--- config.mk ---
export PLATFORM = sky130hd
export DESIGN_NAME = exe_mem_pipe
export DESIGN_NICKNAME = d
export VERILOG_FILES = /design/src/rtl/cpu_pipe_pkg.sv /design/src/rtl/pipe_entry_reg.sv /design/src/rtl/exe_mem_pipe.sv
export SDC_FILE = /design/constraint.sdc
export NUM_CORES = 1
export LEC_CHECK = 0
export BUFFER_PORTS_ARGS = -buffer_cell sky130_fd_sc_hd__buf_2
export CAP_MARGIN = 25
export CORE_MARGIN = 2
export CORE_UTILIZATION = 40
export CTS_CLUSTER_SIZE = 30
export DETAILED_ROUTE_END_ITERATION = 16
export GPL_ROUTABILITY_DRIVEN = 0
export PLACE_DENSITY_LB_ADDON = 0.08
export SYNTH_ARGS = -nofsm -noshare
export SYNTH_HDL_FRONTEND = slang
export SYNTH_SLANG_ARGS = --single-unit
--- constraint.sdc ---
create_clock -name clk -period 4.3 [get_ports clk]
set_clock_uncertainty 0.05 [all_clocks]
set_input_delay 0.215 -clock clk [delete_from_list [all_inputs] [get_ports clk]]
set_output_delay 0.215 -clock clk [all_outputs]
set_load 0.03 [all_outputs]
--- src/rtl/cpu_pipe_pkg.sv ---
// Shared types for the CPU pipeline stage registers: payload layout and the
// occupancy encoding used by the elastic EXE->MEM stage.
package cpu_pipe_pkg;

  localparam int DEF_DATA_W = 32;
  localparam int DEF_RN_W   = 5;

  // Packages cannot take parameters, so this is the payload at default widths.
  // Stages with other widths re-declare the same field layout locally.
  typedef struct packed {
    logic [DEF_DATA_W-1:0] alu_result;
    logic [DEF_DATA_W-1:0] rb;
    logic                  wmem;
    logic                  m2reg;
    logic                  wreg;
    logic [DEF_RN_W-1:0]   rn;
  } payload_t;

  typedef enum logic [1:0] {
    EMPTY = 2'd0,
    ONE   = 2'd1,
    FULL  = 2'd2
  } pipe_state_t;

endpackage

--- src/rtl/pipe_entry_reg.sv ---
// One pipeline entry: a valid bit plus payload. Clear drops the entry and
// zeroes its control bits while leaving the data fields untouched.
module pipe_entry_reg
  import cpu_pipe_pkg::*;
#(
  parameter type entry_t = payload_t
) (
  input  logic   clk,
  input  logic   clr,
  input  logic   load,
  input  logic   clear,
  input  entry_t d,
  output logic   valid,
  output entry_t q
);

  // NOTE: state flops use non-blocking assignments so every register samples
  // pre-edge values regardless of process ordering.
  always_ff @(posedge clk or posedge clr) begin
    if (clr) begin
      valid <= 1'b0;
      q     <= '0;
    end else if (clear) begin
      valid   <= 1'b0;
      q.wmem  <= 1'b0;
      q.m2reg <= 1'b0;
      q.wreg  <= 1'b0;
    end else if (load) begin
      valid <= 1'b1;
      q     <= d;
    end
  end

endmodule

--- src/rtl/exe_mem_pipe.sv ---
// EXE->MEM stage register with valid/ready handshake, synchronous flush,
// optional skid entry, forwarding tap and saturating bubble counter.
module exe_mem_pipe
  import cpu_pipe_pkg::*;
#(
  parameter int DATA_W = 32,
  parameter int RN_W   = 5,
  parameter int SKID   = 1,
  parameter int CNT_W  = 16
) (
  input  logic              clk,
  input  logic              clr,
  input  logic              flush,
  input  logic              exe_valid,
  output logic              exe_ready,
  input  logic [DATA_W-1:0] exe_alu_result,
  input  logic [DATA_W-1:0] exe_rb,
  input  logic              exe_wmem,
  input  logic              exe_m2reg,
  input  logic              exe_wreg,
  input  logic [RN_W-1:0]   exe_rn,
  output logic              mem_valid,
  input  logic              mem_ready,
  output logic [DATA_W-1:0] mem_alu_result,
  output logic [DATA_W-1:0] mem_rb,
  output logic              mem_wmem,
  output logic              mem_m2reg,
  output logic              mem_wreg,
  output logic [RN_W-1:0]   mem_rn,
  output logic              fwd_en,
  output logic [RN_W-1:0]   fwd_rn,
  output logic [DATA_W-1:0] fwd_data,
  output logic [CNT_W-1:0]  bubble_cnt
);

  typedef struct packed {
    logic [DATA_W-1:0] alu_result;
    logic [DATA_W-1:0] rb;
    logic              wmem;
    logic              m2reg;
    logic              wreg;
    logic [RN_W-1:0]   rn;
  } entry_t;

  entry_t      in_d, h_d, h_q, s_q;
  logic        h_valid, s_valid;
  logic        h_load, h_clear, s_load, s_clear, h_from_s;
  logic        accept, pop;
  pipe_state_t state, state_nx;

  always_comb begin
    in_d            = '0;
    in_d.alu_result = exe_alu_result;
    in_d.rb         = exe_rb;
    in_d.wmem       = exe_wmem;
    in_d.m2reg      = exe_m2reg;
    in_d.wreg       = exe_wreg;
    in_d.rn         = exe_rn;
  end

  // With a skid entry, ready is simply "skid empty", which is a flop output.
  assign exe_ready = (SKID != 0) ? ~s_valid : (~h_valid | mem_ready);
  assign accept    = exe_valid & exe_ready & ~flush;
  assign pop       = h_valid & mem_ready;

  always_ff @(posedge clk or posedge clr) begin
    if (clr) state <= EMPTY;
    else     state <= state_nx;
  end

  // NOTE: every output of this block gets a default first, so no path through
  // the case/if tree can leave a signal unassigned and infer a latch.
  always_comb begin
    state_nx = state;
    h_load   = 1'b0;
    h_clear  = 1'b0;
    s_load   = 1'b0;
    s_clear  = 1'b0;
    h_from_s = 1'b0;
    if (flush) begin
      state_nx = EMPTY;
      h_clear  = 1'b1;
      s_clear  = 1'b1;
    end else if (SKID != 0) begin
      unique case (state)
        EMPTY: if (accept) begin
          state_nx = ONE;
          h_load   = 1'b1;
        end
        ONE: begin
          if (accept && pop) begin
            h_load = 1'b1;
          end else if (accept) begin
            state_nx = FULL;
            s_load   = 1'b1;
          end else if (pop) begin
            state_nx = EMPTY;
            h_clear  = 1'b1;
          end
        end
        FULL: if (pop) begin
          state_nx = ONE;
          h_load   = 1'b1;
          h_from_s = 1'b1;
          s_clear  = 1'b1;
        end
        default: state_nx = EMPTY;
      endcase
    end else begin
      if (accept) begin
        state_nx = ONE;
        h_load   = 1'b1;
      end else if (pop) begin
        state_nx = EMPTY;
        h_clear  = 1'b1;
      end
    end
  end

  assign h_d = h_from_s ? s_q : in_d;

  pipe_entry_reg #(.entry_t(entry_t)) u_head (
    .clk   (clk),
    .clr   (clr),
    .load  (h_load),
    .clear (h_clear),
    .d     (h_d),
    .valid (h_valid),
    .q     (h_q)
  );

  generate
    if (SKID != 0) begin : g_skid
      pipe_entry_reg #(.entry_t(entry_t)) u_skid (
        .clk   (clk),
        .clr   (clr),
        .load  (s_load),
        .clear (s_clear),
        .d     (in_d),
        .valid (s_valid),
        .q     (s_q)
      );
    end else begin : g_no_skid
      logic unused_skid_ctl;
      assign unused_skid_ctl = s_load | s_clear;
      assign s_valid         = 1'b0;
      assign s_q             = '0;
    end
  endgenerate

  always_ff @(posedge clk or posedge clr) begin
    if (clr)
      bubble_cnt <= '0;
    else if (!h_valid && bubble_cnt != {CNT_W{1'b1}})
      bubble_cnt <= bubble_cnt + CNT_W'(1);
  end

  assign mem_valid      = h_valid;
  assign mem_alu_result = h_q.alu_result;
  assign mem_rb         = h_q.rb;
  assign mem_wmem       = h_q.wmem;
  assign mem_m2reg      = h_q.m2reg;
  assign mem_wreg       = h_q.wreg;
  assign mem_rn         = h_q.rn;
  assign fwd_en         = h_valid & h_q.wreg & ~h_q.m2reg;
  assign fwd_rn         = h_q.rn;
  assign fwd_data       = h_q.alu_result;

endmodule

==> results.yml, run 1 <==
outcome:
  run_status: "complete, no violations"
cells_and_area:
  fin_cells: 1165
  drive_above_1_share_pct: 40.06
  antennaDiodeCount: 0
  area.growth.synth_to_final_pct: 31.21
  final_net_count: 996
  final_core_util_pct: 53.30
sta:
  fin_hold_ws_ns: 0.02706
  period_minus_slack_ns: 2.960
  tightestPinTransition_ns: 0.9734
  timing.slew.headroom_pct: 34.95
  setup_repair_after_global_routing_missed_its_margin: "no"
  tns_ns: 0
  final_critical_path_setup_slack_ns: 1.340
  finalCritPeriodShare_pct: 68.85
  finalHoldViolations: 0
  max_freq_mhz: 337.8
  timing.final.setup_violations: 0
  finalMaxSlewViolations: 0
pwr:
  power.switching_fraction_pct: 35.94
  sequentialPowerShare_pct: 40.8
  share_clk_of_total_power_pct: 28.9
  power.ir.vdd_worst_mv: 0.2789
  total_internal_power_mw: 3.625
  power_per_cell_area_nw_per_um2: 569.6
  combinational_group_share_of_total_power_pct: 30.3
  static-leakage-power_nw: 4.846
  power.net_switching_mw: 2.034
clock_tree:
  cts_num_sinks: 164
  htree_levels: 4
  clk_pin_slew_worst_paths_ns: 0.06
  cts_tree: "done"
  cts_max_path_bufs: 2
  insertion_delay_ns: 0.42
  cts_buffers: 17
  cts.root.buffer_cell: "sky130_fd_sc_hd__clkbuf_16"
die:
  die_outline_width_um: 141.6
  boundaryPins: 205
  start_util_pct: 40.62
  die-area_um2: 20050
  coreArea_um2: 18640
  die_height_um: 141.6
  std_cell_rows: 50
global_route:
  initial_antenna_violation_count: 0
  gr-total-overflow: 0
  first_global_vias: 5776
  grt_start_max_net_pins: 165
  grt_first_pass_wirelength_mm: 28.97
  grtUsageTotal_pct: 18.12
yosys:
  async_reset_ff_share_pct: 100.0
  synth_area_per_cell_um2: 11.09
  ys_seq_area_share_pct: 54.20
  synth.top_cell.area_share_pct: 54.20
  yosys-top-cells-area: "sky130_fd_sc_hd__dfrtp_1, sky130_fd_sc_hd__mux2_2, sky130_fd_sc_hd__nand2_1"
  synth_cell_area_um2: 7572
  synth_ff_type: "sky130_fd_sc_hd__dfrtp_1"
  syn_inst: 683
  synth.distinct_cells: 38
  postSynthRegisterBits: 164
  synth.yosys.warnings: 0
  synth_top_cell_by_area: "sky130_fd_sc_hd__dfrtp_1"
  synth_edf_count: 0
  synth_most_common_cell: "sky130_fd_sc_hd__nand2_1"
  yosys-top-cells-count: "sky130_fd_sc_hd__nand2_1, sky130_fd_sc_hd__dfrtp_1, sky130_fd_sc_hd__mux2_2"
  syn-num-nets: 761
drt:
  detail_route.first_pass.iterations: 4
  viasPerCell: 4.901
  final_antenna_violating_net_count: 0
  remaining_drc_errors: 0
  finalWirelength_mm: 17.78
  drt-initial-drc-count: 263
  detailroute.via_count: 5710
  wire_per_inst_um: 15.27
critical_path:
  path_class: "reg -> reg"
  critical_path_arrival_ns: 3.21
  crit_required_ns: 4.55
  end_kind: "flip-flop"
  path_max_fanout: 27
  cp-start-kind: "flip-flop"
hold_path:
  class_of_the_tightest_hold_or_removal_check: "in -> async"
place:
  io_buffer_count: 204
  place.detailed.hpwl_mm: 11.21
  placed_cells_incl_taps: 1060
  dpl_worst_slack_ns: 1.323
job:
  timing.max_cap.violations: 0
-- sequential cells by signal, summed over array words and instances, names as in the netlist --
register             flops
bubble_cnt              16
u_head.q                72
g_skid.u_skid.valid      1
u_head.valid             1
state                    2
g_skid.u_skid.q         72
-- cell families (layout without fill, tap and decap cells) --
| kind of cell | count (synthesis) | count (layout) | synth area share [%] |
|---|---|---|---|
| xor+xnor | 10 | 10 | 1.157 |
| mux | 148 | 148 | 21.88 |
| compound gates | 24 | 24 | 2.231 |
| fa+ha+maj | 1 | 1 | 0.1652 |
| flops | 164 | 164 | 54.20 |
| simple gates | 259 | 259 | 14.23 |
| buf+inv | 77 | 325 | 6.147 |
-- power groups by stage --
stage               logic (mW)  clock network, mW  registers, mW
floorplan                0.892                  0           2.71
global placement          1.66                  0           2.31
detailed placement        1.68                  0           2.34
CTS                       1.73               1.68           2.32
global route              1.86               1.74           2.38
finish                    1.72               1.63           2.31
-- layout by cell type, fill, tap and decap left out, types with 8 or more instances in the layout --
master / instances
sky130_fd_sc_hd__nor2_1: 8
sky130_fd_sc_hd__a21oi_1: 8
sky130_fd_sc_hd__mux2_1: 19
sky130_fd_sc_hd__dlygate4sd3_1: 72
sky130_fd_sc_hd__clkbuf_16: 17
sky130_fd_sc_hd__mux2_2: 121
sky130_fd_sc_hd__nand2_1: 219
sky130_fd_sc_hd__mux2i_1: 8
sky130_fd_sc_hd__dfrtp_1: 164
sky130_fd_sc_hd__buf_2: 204
-- cell type report --
class	count	area [um2]
clock inverters	11	172.7
well taps	234	292.8
flip-flops and latches	164	4104
multi-input cells	442	3014
repair buffers	286	1862
inverters	7	30.03
clock buffers	21	460.4
fillers	1670	8707
-- final timing paths --
kind | from | end | slack [ns] | cells after the start
max | u_head.valid | u_head.q[12] | 1.34 | 5
min | clr | u_head.q[43] | 0.03 | 3
max reg2reg | u_head.valid | u_head.q[12] | 1.34 | 5
min reg2reg | g_skid.u_skid.q[16] | g_skid.u_skid.q[16] | 0.42 | 2
max in group asynchronous | clr | bubble_cnt[5] | 3.57 | 3
min in group clk | flush | state[0] | 0.07 | 2
-- critical path, cell delays in order (launching register included) --
cell,delay (ns)
sky130_fd_sc_hd__dfrtp_1,0.66
sky130_fd_sc_hd__nand4b_1,0.28
sky130_fd_sc_hd__nor2_4,0.81
sky130_fd_sc_hd__buf_4,0.39
sky130_fd_sc_hd__mux2_2,0.37
sky130_fd_sc_hd__mux2_2,0.28
-- layer usage --
metal | wire [um] | track usage (%) | vias up
li1 | - | - | 2713
met1 | 7983 | 23.26 | 2838
met2 | 8700 | 30.61 | 142
met3 | 874 | 4.185 | 17
met4 | 227 | 5.632 | 0
met5 | 0 | 0 | -
-- repair_timing --
item / CTS / global route
setup buffers: 0 / 0
gates resized for setup: 0 / 0
hold endpoints to repair: 72 / 0
hold buffers: 72 / 0
-- metrics by stage --
| stage | cell area, um2 | total power [mW] |
|---|---|---|
| after floorplan | 7576 | 3.606 |
| after global placement | 8554 | 3.966 |
| after detailed placement | 8554 | 4.019 |
| after CTS | 9908 | 5.727 |
| after global routing | 9936 | 5.975 |
| final | 9936 | 5.659 |
Power figures use the tool's default switching activity.
==> run 2: changes to the inputs <==
Clock period 4.3 ns to 2.9 ns, I/O delays scaled along.
==> run 2 against run 1 <==
Die area unchanged. Global-route usage is 0.17 points lower. Worst hold slack gained 0.070 ns. Sequential cell count unchanged. First-iteration DRC count grew 1.5%. Combinational power up 49%. Largest cell class unchanged. Wire length shrank 1.4%. Sequential share of layout area hardly changed. Setup slack worse by 0.72 ns.
==> results.yml, run 2 (same netlist as run 1, synthesis figures left out) <==
outcome:
  run_status: "complete, no violations"
hold_path:
  min-delay-start: "mem_ready"
  worst_hold_path.num_cells: 4
  class_of_the_tightest_hold_or_removal_check: "in -> reg"
clock_tree:
  cts_num_sinks: 164
  htree_levels: 4
  insertion_delay_ns: 0.41
  post_cts_repair_resize_count: 0
  cts_max_path_bufs: 2
  cts_buffers: 17
  cts_tree: "done"
  clk_pin_slew_worst_paths_ns: 0.06
  cts.root.buffer_cell: "sky130_fd_sc_hd__clkbuf_16"
cells_and_area:
  layout.filler_cells: 1635
  fin_cells: 1166
  area.growth.synth_to_final_pct: 31.31
  final_core_util_pct: 53.34
  layout.cells.most_common: "sky130_fd_sc_hd__nand2_1"
  final_net_count: 997
  drive_above_1_share_pct: 39.81
  antennaDiodeCount: 0
  layout_top_registers: "g_skid.u_skid.q x72, u_head.q x72, bubble_cnt x16"
  highest_count_cells_in_the_layout_ignoring_fill_and_taps: "sky130_fd_sc_hd__nand2_1, sky130_fd_sc_hd__buf_2, sky130_fd_sc_hd__dfrtp_1"
  postLayoutCellArea_um2: 9943
pwr:
  power.ir.vdd_worst_mv: 0.4442
  power_per_cell_area_nw_per_um2: 833.0
  static-leakage-power_nw: 4.836
  finalPower_mw: 8.282
sta:
  tns_ns: 0
  fin_hold_ws_ns: 0.09690
  final_critical_path_setup_slack_ns: 0.6193
  finalHoldViolations: 0
  max_freq_mhz: 438.5
  timing.slew.headroom_pct: 39.32
  period_minus_slack_ns: 2.281
  finalCritPeriodShare_pct: 78.64
  setup_repair_after_global_routing_missed_its_margin: "no"
  finalMaxSlewViolations: 0
  timing.final.setup_violations: 0
  tightestPinTransition_ns: 0.9102
critical_path:
  path_class: "reg -> reg"
  critical_path_arrival_ns: 2.53
  max_stage_delay_ns: 0.47
  crit_required_ns: 3.15
  cp-start-kind: "flip-flop"
  end_kind: "flip-flop"
  timing.critical_path.slowest_stage_cell: "sky130_fd_sc_hd__buf_4"
  worst_setup_path_startpoint: "state[0]"
  cell_chain_of_the_critical_path: "nand4b_1 -> nor2_4 -> buf_4 -> mux2_2 -> mux2_1"
  rr_worst_depth: 5
  worstReg2RegStart: "state[0]"
  path_max_fanout: 36
global_route:
  grtUsageTotal_pct: 17.95
  initial_antenna_violation_count: 0
  grt_start_max_net_pins: 165
  gr-total-overflow: 0
  grt_first_pass_wirelength_mm: 28.59
  first_global_vias: 5660
die:
  coreArea_um2: 18640
  die_outline_width_um: 141.6
  die-area_um2: 20050
  boundaryPins: 205
  std_cell_rows: 50
  die_height_um: 141.6
  start_util_pct: 40.62
job:
  timing.max_cap.violations: 0
drt:
  detailroute.via_count: 5693
  detail_route.first_pass.iterations: 4
  final_antenna_violating_net_count: 0
  remaining_drc_errors: 0
  drt-initial-drc-count: 267
  wire_per_inst_um: 15.04
  finalWirelength_mm: 17.54
  viasPerCell: 4.883
place:
  placed_cells_incl_taps: 1060
  dpl_worst_slack_ns: 0.6157
  io_buffer_count: 204
  placedInstanceArea_um2: 8592
  place.detailed.hpwl_mm: 10.95
run 2: cell types whose count changed in the layout (fill, tap and decap cells not counted), moves of 2 or more:
cell and change:
sky130_fd_sc_hd__buf_12 +3, sky130_fd_sc_hd__clkbuf_8 +4, sky130_fd_sc_hd__clkinv_2 -2, sky130_fd_sc_hd__buf_4 -3, sky130_fd_sc_hd__inv_6 -2, sky130_fd_sc_hd__bufinv_16 -2
sky130_fd_sc_hd__clkinvlp_4 +2, sky130_fd_sc_hd__dlygate4sd3_1 +2
run 2: worst paths after layout:
path / end / slack [ns]
min reg2reg: g_skid.u_skid.q[60] / 0.42
min: u_head.valid / 0.1
max reg2reg: u_head.q[44] / 0.62
max: u_head.q[44] / 0.62
min in group asynchronous: u_head.q[21] / 0.48
max in group asynchronous: g_skid.u_skid.q[44] / 1.63
run 2: worst max-delay path: cells and delay by family, from the launching register on:
family                 cells  cell delay (ns)
buffers and inverters      1             0.47
AND/OR/NAND/NOR            2             0.48
flip-flops                 1             0.46
multiplexers               2             0.69
run 2: layout make-up:
cell class / count / area, um2 / share of cell area [%]
inverters: 7 / 30.03 / 0.3020
flip-flops and latches: 164 / 4104 / 41.27
multi-input cells: 442 / 3014 / 30.31
repair buffers: 287 / 1892 / 19.03
clock buffers: 26 / 519.2 / 5.222
well taps: 234 / 292.8 / 2.945
clock inverters: 6 / 91.34 / 0.9186
run 2: layer usage:
metal / GRT usage, % / wire, um / vias to the layer above
met4: 6.842 / 281 / 0
met2: 30.02 / 8517 / 147
met1: 22.77 / 7849 / 2806
met3: 4.117 / 893 / 20
met5: 0 / 0 / -
li1: - / - / 2720
run 2: timing repair:
item / CTS / global route
hold buffers: 73 / 1
endpoints found under the hold margin: 77 / 25
setup buffers: 0 / 0
run 2: power breakdown:
group / leakage, nW / internal, mW / switching (mW) / total, mW
clock: 0.289 / 1.41 / 0.898 / 2.31
sequential: 2.03 / 2.98 / 0.424 / 3.40
combinational: 2.52 / 0.912 / 1.66 / 2.57
